`src/rtl/key_event_conditioner_if.sv`:
```
// Keypad bus between the raw key inputs and the conditioned event outputs.
// The conditioner takes the slave side; whoever drives the keys takes the master side.
interface key_event_conditioner_if #(
  parameter int N_KEYS = 12
);
  logic              tick_sample;
  logic [N_KEYS-1:0] key_raw;
  logic [N_KEYS-1:0] key_level;
  logic [N_KEYS-1:0] key_press;
  logic [N_KEYS-1:0] key_release;
  logic [N_KEYS-1:0] key_long;
  logic [N_KEYS-1:0] key_repeat;
  logic              press_valid;
  logic [3:0]        press_code;

  modport master (
    output tick_sample, key_raw,
    input  key_level, key_press, key_release, key_long, key_repeat,
    input  press_valid, press_code
  );

  modport slave (
    input  tick_sample, key_raw,
    output key_level, key_press, key_release, key_long, key_repeat,
    output press_valid, press_code
  );
endinterface

```
`src/rtl/key_event_conditioner.sv`:
```
// Per-key synchroniser, debouncer and hold timer for the keypad.
// Emits clean levels, edge pulses, long-press and auto-repeat pulses, plus a press code.
module key_event_conditioner #(
  parameter int N_KEYS       = 12,
  parameter int DB_TICKS     = 20,
  parameter int LONG_TICKS   = 1000,
  parameter int REPEAT_TICKS = 200
) (
  input logic clk,
  input logic rst,
  key_event_conditioner_if.slave bus
);
  localparam int HOLD_W = $clog2(LONG_TICKS + REPEAT_TICKS) + 1;
  localparam int REP_W  = $clog2(REPEAT_TICKS) + 1;
  localparam logic [7:0]        DB_LAST   = 8'(DB_TICKS - 1);
  localparam logic [HOLD_W-1:0] LONG_LAST = HOLD_W'(LONG_TICKS - 1);
  localparam logic [REP_W-1:0]  REP_LAST  = REP_W'(REPEAT_TICKS - 1);

  logic [N_KEYS-1:0] r_sync1;
  logic [N_KEYS-1:0] r_sync2;
  logic [N_KEYS-1:0] r_level;
  logic [N_KEYS-1:0] r_press;
  logic [N_KEYS-1:0] r_release;
  logic [N_KEYS-1:0] r_long;
  logic [N_KEYS-1:0] r_repeat;
  logic [N_KEYS-1:0] r_longDone;
  logic [7:0]        r_dbCnt   [N_KEYS];
  logic [HOLD_W-1:0] r_holdCnt [N_KEYS];
  logic [REP_W-1:0]  r_repCnt  [N_KEYS];
  logic [3:0]        w_pressCode;

  always_ff @(posedge clk) begin
    if (rst) begin
      r_sync1    <= '0;
      r_sync2    <= '0;
      r_level    <= '0;
      r_press    <= '0;
      r_release  <= '0;
      r_long     <= '0;
      r_repeat   <= '0;
      r_longDone <= '0;
      for (int i = 0; i < N_KEYS; i++) begin
        r_dbCnt[i]   <= '0;
        r_holdCnt[i] <= '0;
        r_repCnt[i]  <= '0;
      end
    end else begin
      r_sync1   <= bus.key_raw;
      r_sync2   <= r_sync1;
      r_press   <= '0;
      r_release <= '0;
      r_long    <= '0;
      r_repeat  <= '0;
      if (bus.tick_sample) begin
        for (int i = 0; i < N_KEYS; i++) begin
          if (r_sync2[i] != r_level[i] && r_dbCnt[i] == DB_LAST) begin
            r_level[i]    <= ~r_level[i];
            r_dbCnt[i]    <= '0;
            r_holdCnt[i]  <= '0;
            r_repCnt[i]   <= '0;
            r_longDone[i] <= 1'b0;
            if (r_level[i]) r_release[i] <= 1'b1;
            else            r_press[i]   <= 1'b1;
          end else begin
            r_dbCnt[i] <= (r_sync2[i] == r_level[i]) ? 8'd0 : r_dbCnt[i] + 8'd1;
            // Hold count stops at LONG_TICKS; the wrapping phase counter takes over from there.
            if (!r_level[i]) begin
              r_holdCnt[i]  <= '0;
              r_repCnt[i]   <= '0;
              r_longDone[i] <= 1'b0;
            end else if (!r_longDone[i]) begin
              r_holdCnt[i] <= r_holdCnt[i] + HOLD_W'(1);
              if (r_holdCnt[i] == LONG_LAST) begin
                r_long[i]     <= 1'b1;
                r_longDone[i] <= 1'b1;
                r_repCnt[i]   <= '0;
              end
            end else if (r_repCnt[i] == REP_LAST) begin
              r_repeat[i] <= 1'b1;
              r_repCnt[i] <= '0;
            end else begin
              r_repCnt[i] <= r_repCnt[i] + REP_W'(1);
            end
          end
        end
      end
    end
  end

  // Scan downward so the lowest pressed index is the one left standing.
  always_comb begin
    w_pressCode = 4'd0;
    for (int i = N_KEYS - 1; i >= 0; i--) begin
      if (r_press[i]) w_pressCode = 4'(i);
    end
  end

  assign bus.key_level   = r_level;
  assign bus.key_press   = r_press;
  assign bus.key_release = r_release;
  assign bus.key_long    = r_long;
  assign bus.key_repeat  = r_repeat;
  assign bus.press_valid = |r_press;
  assign bus.press_code  = w_pressCode;
endmodule

```
`src/flat_wrapper.sv`:
```
// flat-port wrapper written by rule: the top's interface ports become plain ports
module key_event_conditioner_flat 
#(
  parameter int N_KEYS       = 12,
  parameter int DB_TICKS     = 20,
  parameter int LONG_TICKS   = 1000,
  parameter int REPEAT_TICKS = 200
)
  (clk, rst, bus_tick_sample, bus_key_raw, bus_key_level, bus_key_press, bus_key_release, bus_key_long, bus_key_repeat, bus_press_valid, bus_press_code);
  key_event_conditioner_if #(.N_KEYS(N_KEYS)) bus_i ();
  input logic clk;
  input logic rst;
  input wire logic [$bits(bus_i.tick_sample)-1:0] bus_tick_sample;
  input wire logic [$bits(bus_i.key_raw)-1:0] bus_key_raw;
  output wire logic [$bits(bus_i.key_level)-1:0] bus_key_level;
  output wire logic [$bits(bus_i.key_press)-1:0] bus_key_press;
  output wire logic [$bits(bus_i.key_release)-1:0] bus_key_release;
  output wire logic [$bits(bus_i.key_long)-1:0] bus_key_long;
  output wire logic [$bits(bus_i.key_repeat)-1:0] bus_key_repeat;
  output wire logic [$bits(bus_i.press_valid)-1:0] bus_press_valid;
  output wire logic [$bits(bus_i.press_code)-1:0] bus_press_code;
  assign bus_i.tick_sample = bus_tick_sample;
  assign bus_i.key_raw = bus_key_raw;
  assign bus_key_level = bus_i.key_level;
  assign bus_key_press = bus_i.key_press;
  assign bus_key_release = bus_i.key_release;
  assign bus_key_long = bus_i.key_long;
  assign bus_key_repeat = bus_i.key_repeat;
  assign bus_press_valid = bus_i.press_valid;
  assign bus_press_code = bus_i.press_code;
  key_event_conditioner #(.N_KEYS(N_KEYS), .DB_TICKS(DB_TICKS), .LONG_TICKS(LONG_TICKS), .REPEAT_TICKS(REPEAT_TICKS)) u_core (.clk(clk), .rst(rst), .bus(bus_i));
endmodule
```
`config.mk`:
```
export PLATFORM = sky130hd
export DESIGN_NAME = key_event_conditioner_flat
export DESIGN_NICKNAME = d
export VERILOG_FILES = /design/src/rtl/key_event_conditioner_if.sv /design/src/rtl/key_event_conditioner.sv /design/src/flat_wrapper.sv
export SDC_FILE = /design/constraint.sdc
export NUM_CORES = 1
export LEC_CHECK = 0
export ABC_AREA = 1
export BUFFER_PORTS_ARGS = -buffer_cell sky130_fd_sc_hd__buf_4
export CAP_MARGIN = 0
export CELL_PAD_IN_SITES_DETAIL_PLACEMENT = 1
export CELL_PAD_IN_SITES_GLOBAL_PLACEMENT = 1
export CORE_ASPECT_RATIO = 0.7
export CORE_UTILIZATION = 32
export DETAILED_ROUTE_END_ITERATION = 8
export PLACE_DENSITY_LB_ADDON = 0.1
export SLEW_MARGIN = 25
export SYNTH_ARGS = -nofsm -noshare
export SYNTH_HDL_FRONTEND = slang
export SYNTH_SLANG_ARGS = --single-unit
```
`constraint.sdc`:
```
create_clock -name clk -period 3.4 [get_ports clk]
set_clock_uncertainty 0.1 [all_clocks]
set_input_delay 0 -clock clk [delete_from_list [all_inputs] [get_ports clk]]
set_output_delay 0 -clock clk [all_outputs]
set_load 0.01 [all_outputs]
```
==> results of run 1 <==
-- Yosys cell counts (all sizes together), types with 29 or more instances --
cell type	n	area, µm²
a21oi	59	295.3
nand3	150	840.8
nor3	115	595.6
xor2	136	1206
edfxtp	348	10450
dfxtp	96	1922
inv	280	1056
nor2	477	1847
o21ai	30	153.9
ha	36	450.4
nand2	328	1271
nor3b	29	217.7
xnor2	46	402.9
nand4	47	330.3
-- registers in the layout (all words and copies together), names as in the netlist --
register                flops
u_core.r_dbCnt             96
u_core.bus.key_long        12
u_core.r_sync2             12
u_core.bus.key_press       12
u_core.r_longDone          12
u_core.r_holdCnt          144
u_core.r_repCnt           108
u_core.bus.key_repeat      12
u_core.r_sync1             12
u_core.bus.key_release     12
u_core.bus.key_level       12
-- metrics by stage --
step / total power (µW) / cell area [µm²] / hold slack [ps] / utilization (%)
CTS: 12800 / 25350 / 9.012 / 38.00
global route: 13080 / 25350 / 64.54 / 38.00
detailed placement: 6797 / 23340 / 122.3 / 34.99
finish: 12560 / 25350 / 74.20 / 38.00
floorplan: 6606 / 21700 / 6.967 / -
global placement: 6777 / 23340 / 121.9 / 34.99
-- cell usage in the layout, fill, tap and decap left out, types with 36 or more instances in the layout --
master       n
ha_1        36
nor3_1     111
clkbuf_16   52
inv_1      275
xnor2_1     46
nand4_1     44
nand2_1    320
buf_4       93
dfxtp_1     96
nand3_1    132
edfxtp_1   348
xor2_1     134
nor2_1     468
a21oi_1     59
-- worst paths after layout --
kind                              end  slack [ps]            startpoint  depth (start not counted)
max          u_core.r_holdCnt[0][142]         820  u_core.r_dbCnt[5][8]                          8
min                 u_core.r_sync1[7]          70        bus_key_raw[7]                          4
max reg2reg  u_core.r_holdCnt[0][142]         820  u_core.r_dbCnt[5][8]                          8
min reg2reg         u_core.r_sync2[0]         300     u_core.r_sync1[0]                          2
-- repair_timing --
action / 4_1_cts / 5_1_grt
hold endpoints to repair: 44 / 0
hold buffers: 24 / 0
gates resized for setup: 0 / 0
setup endpoints to repair: 0 / 0
-- cell families (layout without fill, tap and decap cells) --
group                    Yosys count  after routing
AO/OA/AOI/OAI                    113            113
XOR/XNOR                         182            182
buffers and inverters            303            492
adder cells (fa/ha/maj)           36             36
flip-flops                       444            444
AND/OR/NAND/NOR                 1196           1196
-- cell type report --
| class | count | share of cell area [%] |
|---|---|---|
| sequential | 444 | 48.80 |
| inverter | 280 | 4.175 |
| clock inverter | 14 | 0.8291 |
| timing repair buffer | 117 | 3.701 |
| multi-input combinational | 1527 | 31.95 |
| clock buffer | 81 | 6.154 |
| tap | 891 | 4.397 |
-- worst min-delay path: cells and delay by family --
family | cells | cell delay, ps
buffers and inverters | 3 | 660
AND/OR/NAND/NOR | 1 | 80
-- per-layer routing --
metal	track usage, %	share of wire (%)	wire length (µm)
met5	0	0	0
met4	4.211	2.0	1058
met3	2.851	3.5	1830
met2	23.53	42	21980
met1	22.63	53	27770
-- power by group --
| part | total [µW] | internal [µW] | switching (µW) | leakage (µW) |
|---|---|---|---|---|
| Sequential | 6210 | 6040 | 168 | 0.00464 |
| Clock | 5860 | 3520 | 2350 | 0.000866 |
| Combinational | 484 | 166 | 318 | 0.00411 |
| Total | 12600 | 9720 | 2840 | 0.00962 |
==> metrics.txt, run 1 <==
initial antenna violation count 1; htree depth 2; Root Driver clkbuf_16; yosys warns 0; Setup crit end kind flop; Simple-Gate Fraction of Synth Area between 20 and 25%; IO Count 80; most used cell along the critical path nand2_1; Worst Setup Path Type reg -> reg; layout cells sized above 1 about 9.9%; xor and xnor area share after synthesis 7.415%; Final Slew Violations 0; area of the multi-input gates 8100 µm²; Setup-failing EPs final 0; EDFF count, synth roughly 350; setup slack after layout around 820 ps; Worst Path Arrival approximately 2700 ps; pin count of the biggest net entering global routing 34; Leakage Power between 0.009 and 0.01 µW; RSZ-0062 raised after global routing false; adder-cell share of the synthesized area just over 2%; combinational family with the most area after synthesis simple AND/OR/NAND/NOR gates; dominant synthesized flop cell edfxtp_1; detailed-route DRC error count 0; DIE AREA 68870 µm²; Post-Syn Area between 20000 and 25000 µm²; Post-DRT Antenna Nets 0; post-synthesis sequential area ratio a little under three fifths; Mapped Cells ~2300; synth unique cells 46; core area around 67000 µm²; critical path's slowest cell nand2_1; Period minus WS final 2575 ps; Synth Area in Compound Gates under 10%; Finished Layout Cells ~3400; max-cap violation count 0; setup total negative slack 0 ps; DP Wirelength roughly 37000 µm; Area Overhead vs Synth 16.84%; DP Worst Slack between 700 and 800 ps; total number of vias 15560; diode count 0; Fmax about 390 MHz; crit-path max cell delay between 500 and 600 ps; Slew headroom a little under 40%; initial core utilization 32.52%; DR pass1 iterations 4; gr ovfl total 0; clock slew at reported path FFs approximately 60 ps; vias in the first global route 16090; syn avg cell area around 9.5 µm²; Skew-Pair Late Insertion Delay just over 600 ps; Startpoint Class flop; final hold viol count 0; outcome finished clean; final WL 52640 µm; worst path cell trace ha_1, nand2_1, nor3_1, nand3_1, nand2_1, nor2_2, nand2_1, nand2_1; Avg WL per Cell between 15 and 20 µm; FF/Latch Area ~12000 µm²; power per cell area about 500 nW/µm²; mux contribution to synthesized area 0%; Placed Cells approximately 3200; cts bufs inserted 51; first-pass GRT wire length 86160 µm; delay-heaviest family, CP simple AND/OR/NAND/NOR gates; clock buffer depth 3; routed vias/inst roughly 4.6; ys async rst share 0%; Port Buffers between 70 and 80; CP Data Required Time ~3500 ps; CTS tree yes; Hold Crit Class in -> reg; fillcell total around 7600; crit share post-route 75.74%; CTS Sinks 444; Buf/Inv on CP 0; gr usage total between 15 and 20%; Seq cells post-synth 444; # rows 79; Chip Width around 310 µm; Peak VDD IR between 300 and 400 µV; fin nets approximately 2500; DRT iter0 DRCs approximately 560; die height 219.9 µm; Synth Net Count between 2000 and 2500; GPL Wtd Cong roughly 0.79; Worst Path Max Fanout 13; postcts setup bufs 0; worst slew pin tran 909.0 ps
Power figures use the tool's default switching activity.
==> inputs of run 2 (changes only) <==
- clock period: 3.4 -> 2.12 ns (I/O delays scaled with it)
==> run 2 against run 1 <==
Effect of this change: final area is 3.0% higher; final cell count is 2.1% higher; utilization is 1.2 points higher; sequential share of layout area is 1.4 points lower; hold slack better by 140 ps; critical path depth is 2 lower.
==> metrics.txt, run 2 (synthesis gave the netlist of run 1 again) <==
outcome finished clean; first-pass GRT wire length 86210 µm (about the same); gr ovfl total 0 (unchanged); Min-Delay Startpoint rst; pin count of the biggest net entering global routing 27 (-21%); Period minus WS final 2042 ps; core area 66720 µm² (unchanged); initial core utilization 32.52% (unchanged); IO Count 80 (unchanged); power per cell area 752.5 nW/µm² (+52%); DRT iter0 DRCs 591 (+5.2%); Area Overhead vs Synth 20.38%; cell depth of the worst flop-to-flop path 9 (+1); Fmax slightly below 500 MHz; routed vias/inst 4.640 (about the same); fin nets 2544 (+2.9%); Startpoint Class flop; DP Worst Slack 12.96 ps (-772.4 ps); Post-DRT Antenna Nets 0 (unchanged); DR pass1 iterations 4 (unchanged); DP Area 24000 µm² (+2.8%); Leakage Power 0.01001 µW (+4.0%); Worst Setup Path Type reg -> out; diode count 0 (unchanged); Final Slew Violations 0 (unchanged); worst slew pin tran 577.0 ps (-332.0 ps); fillcell total 7613 (-0.24%); Chip Width 313.2 µm (unchanged); layout cells sized above 1 13.49% (+3.6 points); DP Wirelength 37640 µm (+1.3%); Setup crit end kind output pin; setup total negative slack 0 ps (unchanged); Placed Cells 3294 (+1.8%); Critical Path Source u_core.bus.key_press[10]; initial antenna violation count 1 (unchanged); CTS Sinks 444 (unchanged); Largest register FFs 144 (unchanged); total number of vias 15900 (+2.2%); Hold Crit Class in -> reg; setup slack after layout 77.96 ps (-746.9 ps); GPL Wtd Cong 0.7638 (-2.8%); clock buffer depth 3 (unchanged); gr usage total 15.54% (about the same); Most flops, register u_core.r_holdCnt; Avg WL per Cell 15.41 µm (-1.8%); Worst Path Max Fanout 3 (-10); Root Driver clkbuf_16; Worst Path Arrival 1940 ps (-780 ps); DIE AREA 68870 µm² (unchanged); WHS Path Cells 3 (-1); crit share post-route 96.32%; reg2reg setup slack 120 ps (-700 ps); Peak VDD IR 460.2 µV (+21%); total power 19660 µW (+57%); die height 219.9 µm (unchanged); Slew headroom 61.24% (+22 points); clock slew at reported path FFs 60 ps (about the same); max-cap violation count 0 (unchanged); largest registers u_core.r_holdCnt x144, u_core.r_repCnt x108, u_core.r_dbCnt x96; worst r2r dst u_core.r_repCnt[0][0]; CP Data Required Time 2020 ps (-1520 ps); cts bufs inserted 51 (unchanged); final hold viol count 0 (unchanged); final WL 52790 µm (+0.28%); Port Buffers 79 (unchanged); Skew-Pair Late Insertion Delay 610 ps (about the same); worst reg2reg startpoint u_core.r_dbCnt[0][0]; Setup-failing EPs final 0 (unchanged); htree depth 2 (unchanged); detailed-route DRC error count 0 (unchanged); vias in the first global route 16310 (+1.4%); leading cell type in the layout, fill and taps excluded nor2_1; Hold Path End u_core.r_sync2[7]; # rows 79 (unchanged); most frequent cells in the layout 464 x nor2_1, 348 x edfxtp_1, 314 x nand2_1; CTS tree yes; Finished Layout Cells 3426 (+2.1%); Final Cell Area 26120 µm² (+3.0%)
[run 2: layout make-up]
| cell class | count | area [µm²] | area share, % |
|---|---|---|---|
| well taps | 891 | 1115 | 4.268 |
| flip-flops and latches | 444 | 12380 | 47.39 |
| clock buffers | 69 | 1500 | 5.743 |
| clock inverters | 26 | 155.1 | 0.5939 |
| multi-input cells | 1528 | 8225 | 31.49 |
| inverters | 280 | 1059 | 4.052 |
| repair buffers | 188 | 1689 | 6.466 |
[run 2: per-layer routing]
layer	GRT usage (%)	part of all wire, %	vias up
li1	-	-	8019
met1	22.35	52	7652
met2	23.84	43	152
met3	2.776	3.4	75
met4	4.390	2.1	0
met5	0	0	-
[run 2: worst max-delay path by stage]
stage / cells past startpoint / slack [ps] / to
after floorplan: 9 / 40 / u_core.r_holdCnt[0][132]
after global placement: 11 / 80 / u_core.r_repCnt[0][82]
after detailed placement: 8 / 10 / u_core.r_repCnt[0][107]
after CTS: 8 / 3 / u_core.r_repCnt[0][102]
after global routing: 9 / -10 / u_core.r_repCnt[0][38]
final: 6 / 80 / bus_press_code[1]
[run 2: metrics by stage]
step / util (%) / hold slack (ps)
global placement: 35.97 / 113.9
detailed placement: 35.97 / 116.9
floorplan: - / 6.967
finish: 39.15 / 218.0
CTS: 38.90 / 184.8
global route: 39.15 / 214.8
[run 2: what timing repair did]
item / in CTS / in global routing
cloned: 0 / 1
pin swaps: 0 / 5
hold buffers: 26 / 0
buffers inserted: 0 / 10
endpoints found under the hold margin: 59 / 0
gates resized for setup: 12 / 25
setup endpoints to repair: 5 / 155
[run 2: report_power, final]
group / internal, µW / leakage, µW / switching, µW
logic: 355 / 0.00455 / 532
clock network: 5070 / 0.000810 / 3750
registers: 9680 / 0.00465 / 271
[run 2: worst max-delay path, stage by stage (launching register included)]
cell     delay [ps]
dfxtp_2         350
or2_2           290
nand3_1         130
nand2_1          70
nand3_1         180
a31oi_2         150
buf_4           170
==> inputs of run 3 (changes only) <==
- ABC_AREA: 1 -> 0
==> run 3 against run 2 <==
Effect of this change: via count shrank 3.6%; worst setup slack worse by 29 ps; final area is 1.2% higher; final cell count is 7.4% lower; critical path depth is 1 lower; critical path type unchanged; sequential share of layout area is 0.53 points lower; register-to-register slack got worse by 30 ps.
==> metrics.txt, run 3 <==
outcome finished clean; Worst Setup Path Type reg -> out; dominant synthesized flop cell edfxtp_1; routed vias/inst 4.830 (+4.1%); clock slew at reported path FFs 60 ps (about the same); synth unique cells 53 (+15%); reg2reg setup slack 90 ps (-30 ps); Largest register FFs 144 (unchanged); layout cells sized above 1 15.95% (+2.5 points); detailed-route DRC error count 0 (unchanged); die height 218.7 µm (-0.55%); total number of vias 15330 (-3.6%); final hold viol count 0 (unchanged); core area 66420 µm² (-0.44%); Chip Width 311.5 µm (-0.55%); Hold Path End u_core.bus.key_level[3]; Final Cell Area 26430 µm² (+1.2%); Avg WL per Cell 16.53 µm (+7.3%); most used cell along the critical path buf_4; Final Slew Violations 0 (unchanged); leading cell type in the layout, fill and taps excluded nor2_1; ys async rst share 0% (unchanged); Fmax 482.9 MHz (-1.4%); Slew headroom 67.36% (+6.1 points); initial core utilization 32.31% (-0.21 points); Seq cells post-synth 444 (unchanged); Hold Crit Class in -> reg; syn avg cell area 10.82 µm² (+13%); RSZ-0062 raised after global routing false; Leakage Power 0.009397 µW (-6.1%); # rows 79 (unchanged); Setup crit end kind output pin; Most Crowded Layer GR met2; Synth Net Count 2035 (-12%); clock buffer depth 3 (unchanged); Skew-Pair Late Insertion Delay 590 ps (-20 ps); Most flops, register u_core.r_holdCnt; EDFF count, synth 348 (unchanged); post-synthesis sequential area ratio 57.65% (+0.63 points); most frequent cell after synthesis nor2_1; Post-synth top cells 409 x nor2_1, 348 x edfxtp_1, 166 x nand3_1, 142 x xnor2_1, 142 x xor2_1; Min-Delay Startpoint rst; CP Data Required Time 2020 ps (about the same); grt met2 use 23.51% (-0.33 points); DR pass1 iterations 4 (unchanged); Worst Path Arrival 1970 ps (+30 ps); first-pass GRT wire length 85910 µm (-0.34%); GPL Wtd Cong 0.7535 (-1.3%); fin nets 2291 (-9.9%); yosys warns 0 (unchanged); Area Overhead vs Synth 23.15%; CTS Sinks 444 (unchanged); Root Driver clkbuf_16; largest registers u_core.r_holdCnt x144, u_core.r_repCnt x108, u_core.r_dbCnt x96; Synth top area share 48.69% (+0.54 points); worst path cell trace buf_4, nor4_4, buf_4, nand3_1, buf_4; area leader, netlist edfxtp_1; crit-path max cell delay 380 ps (+30 ps); Port Buffers 79 (unchanged); DP Area 24240 µm² (+1.0%); crit share post-route 97.69% (+1.4 points); DRT iter0 DRCs 719 (+22%); max-cap violation count 0 (unchanged); CTS tree yes; gr usage total 15.56% (+0.016 points); Period minus WS final 2071 ps (+28.96 ps); Mapped Cells 1984 (-13%); cell depth of the worst flop-to-flop path 6 (-3); Setup-failing EPs final 0 (unchanged); setup total negative slack 0 ps (unchanged); gr ovfl total 0 (unchanged); htree depth 2 (unchanged); DP Wirelength 36070 µm (-4.2%); Post-Syn Area 21460 µm² (-1.1%); met1 GRT Util 23.05% (+0.70 points); critical path's slowest cell dfxtp_4; Worst Path Max Fanout 3 (unchanged); DIE AREA 68120 µm² (-1.1%); worst slew pin tran 489.6 ps (-87.39 ps); worst reg2reg startpoint u_core.r_dbCnt[5][0]; IO Count 80 (unchanged); final WL 52440 µm (-0.65%); vias in the first global route 15850 (-2.8%); Peak VDD IR 570.2 µV (+24%); Post-DRT Antenna Nets 0 (unchanged); worst r2r dst u_core.r_holdCnt[0][126]; WHS Path Cells 4 (+1); GR Util met3 2.439% (-0.34 points); cts bufs inserted 51 (unchanged); initial antenna violation count 1 (unchanged); diode count 0 (unchanged); Startpoint Class flop; most frequent cells in the layout 407 x nor2_1, 348 x edfxtp_1, 205 x buf_4; power per cell area 761.8 nW/µm² (+1.2%); pin count of the biggest net entering global routing 62 (+130%); ranking of synthesized cells by area edfxtp_1 49%, dfxtp_1 9.0%, nor2_1 7.2%
run 3: per-stage QoR:
step / util [%] / setup WS (ps) / power (µW) / hold WS [ps] / cells
detailed placement: 36.50 / -26.76 / 11040 / 121.5 / 3050
global route: 39.79 / 7.662 / 20920 / 320.2 / 3173
global placement: 36.50 / 32.91 / 11020 / 129.1 / 3050
floorplan: - / -277.0 / 10610 / 28.18 / 1984
finish: 39.79 / 49.01 / 20130 / 306.6 / 3173
CTS: 39.64 / 11.34 / 20510 / 261.7 / 3172
run 3: critical path: cells and delay by family (launching register included):
family	cells	cell delay, ps
DFF	1	380
buffers and inverters	3	560
and+or+nand+nor	2	430
run 3: metal layers:
| layer | routed length (µm) | up-vias |
|---|---|---|
| met5 | 0 | - |
| li1 | - | 7588 |
| met1 | 27760 | 7528 |
| met3 | 1573 | 69 |
| met4 | 936 | 0 |
| met2 | 22170 | 141 |
run 3: cell families after synthesis:
family / share of synthesized area [%]
flops: 57.65
buf+inv: 2.146
mux: 0.2799
fa+ha+maj: 2.099
simple gates: 23.69
compound gates: 2.548
xor+xnor: 11.59
run 3: repair_timing:
action / in CTS / in global routing
gates resized for setup: 17 / 25
hold endpoints to repair: 46 / 0
pin swaps: 2 / 3
setup endpoints to repair: 49 / 206
buffers inserted: 0 / 1
hold buffers: 27 / 0
run 3: power by group:
part           total (µW)  internal [µW]  switching, µW
sequential           9970           9670            294
combinational         926            430            497
clock                9240           5530           3710
run 3: worst max path at each step:
stage	start	to	slack [ps]
floorplan	rst	u_core.r_repCnt[0][10]	-280
global placement	u_core.r_dbCnt[0][8]	u_core.r_holdCnt[0][20]	30
detailed placement	u_core.r_dbCnt[0][8]	u_core.r_holdCnt[0][23]	-30
CTS	u_core.bus.key_press[11]	bus_press_valid	10
global route	u_core.bus.key_press[9]	bus_press_valid	8
finish	u_core.bus.key_press[9]	bus_press_valid	50
run 3: layout make-up:
| cell class | instances | area, µm² |
|---|---|---|
| clock buffers | 72 | 1499 |
| inverters | 69 | 262.8 |
| multi-input cells | 1428 | 8831 |
| fillers | 7207 | 39990 |
| repair buffers | 246 | 2090 |
| well taps | 891 | 1115 |
| clock inverters | 23 | 247.7 |
| flip-flops and latches | 444 | 12380 |
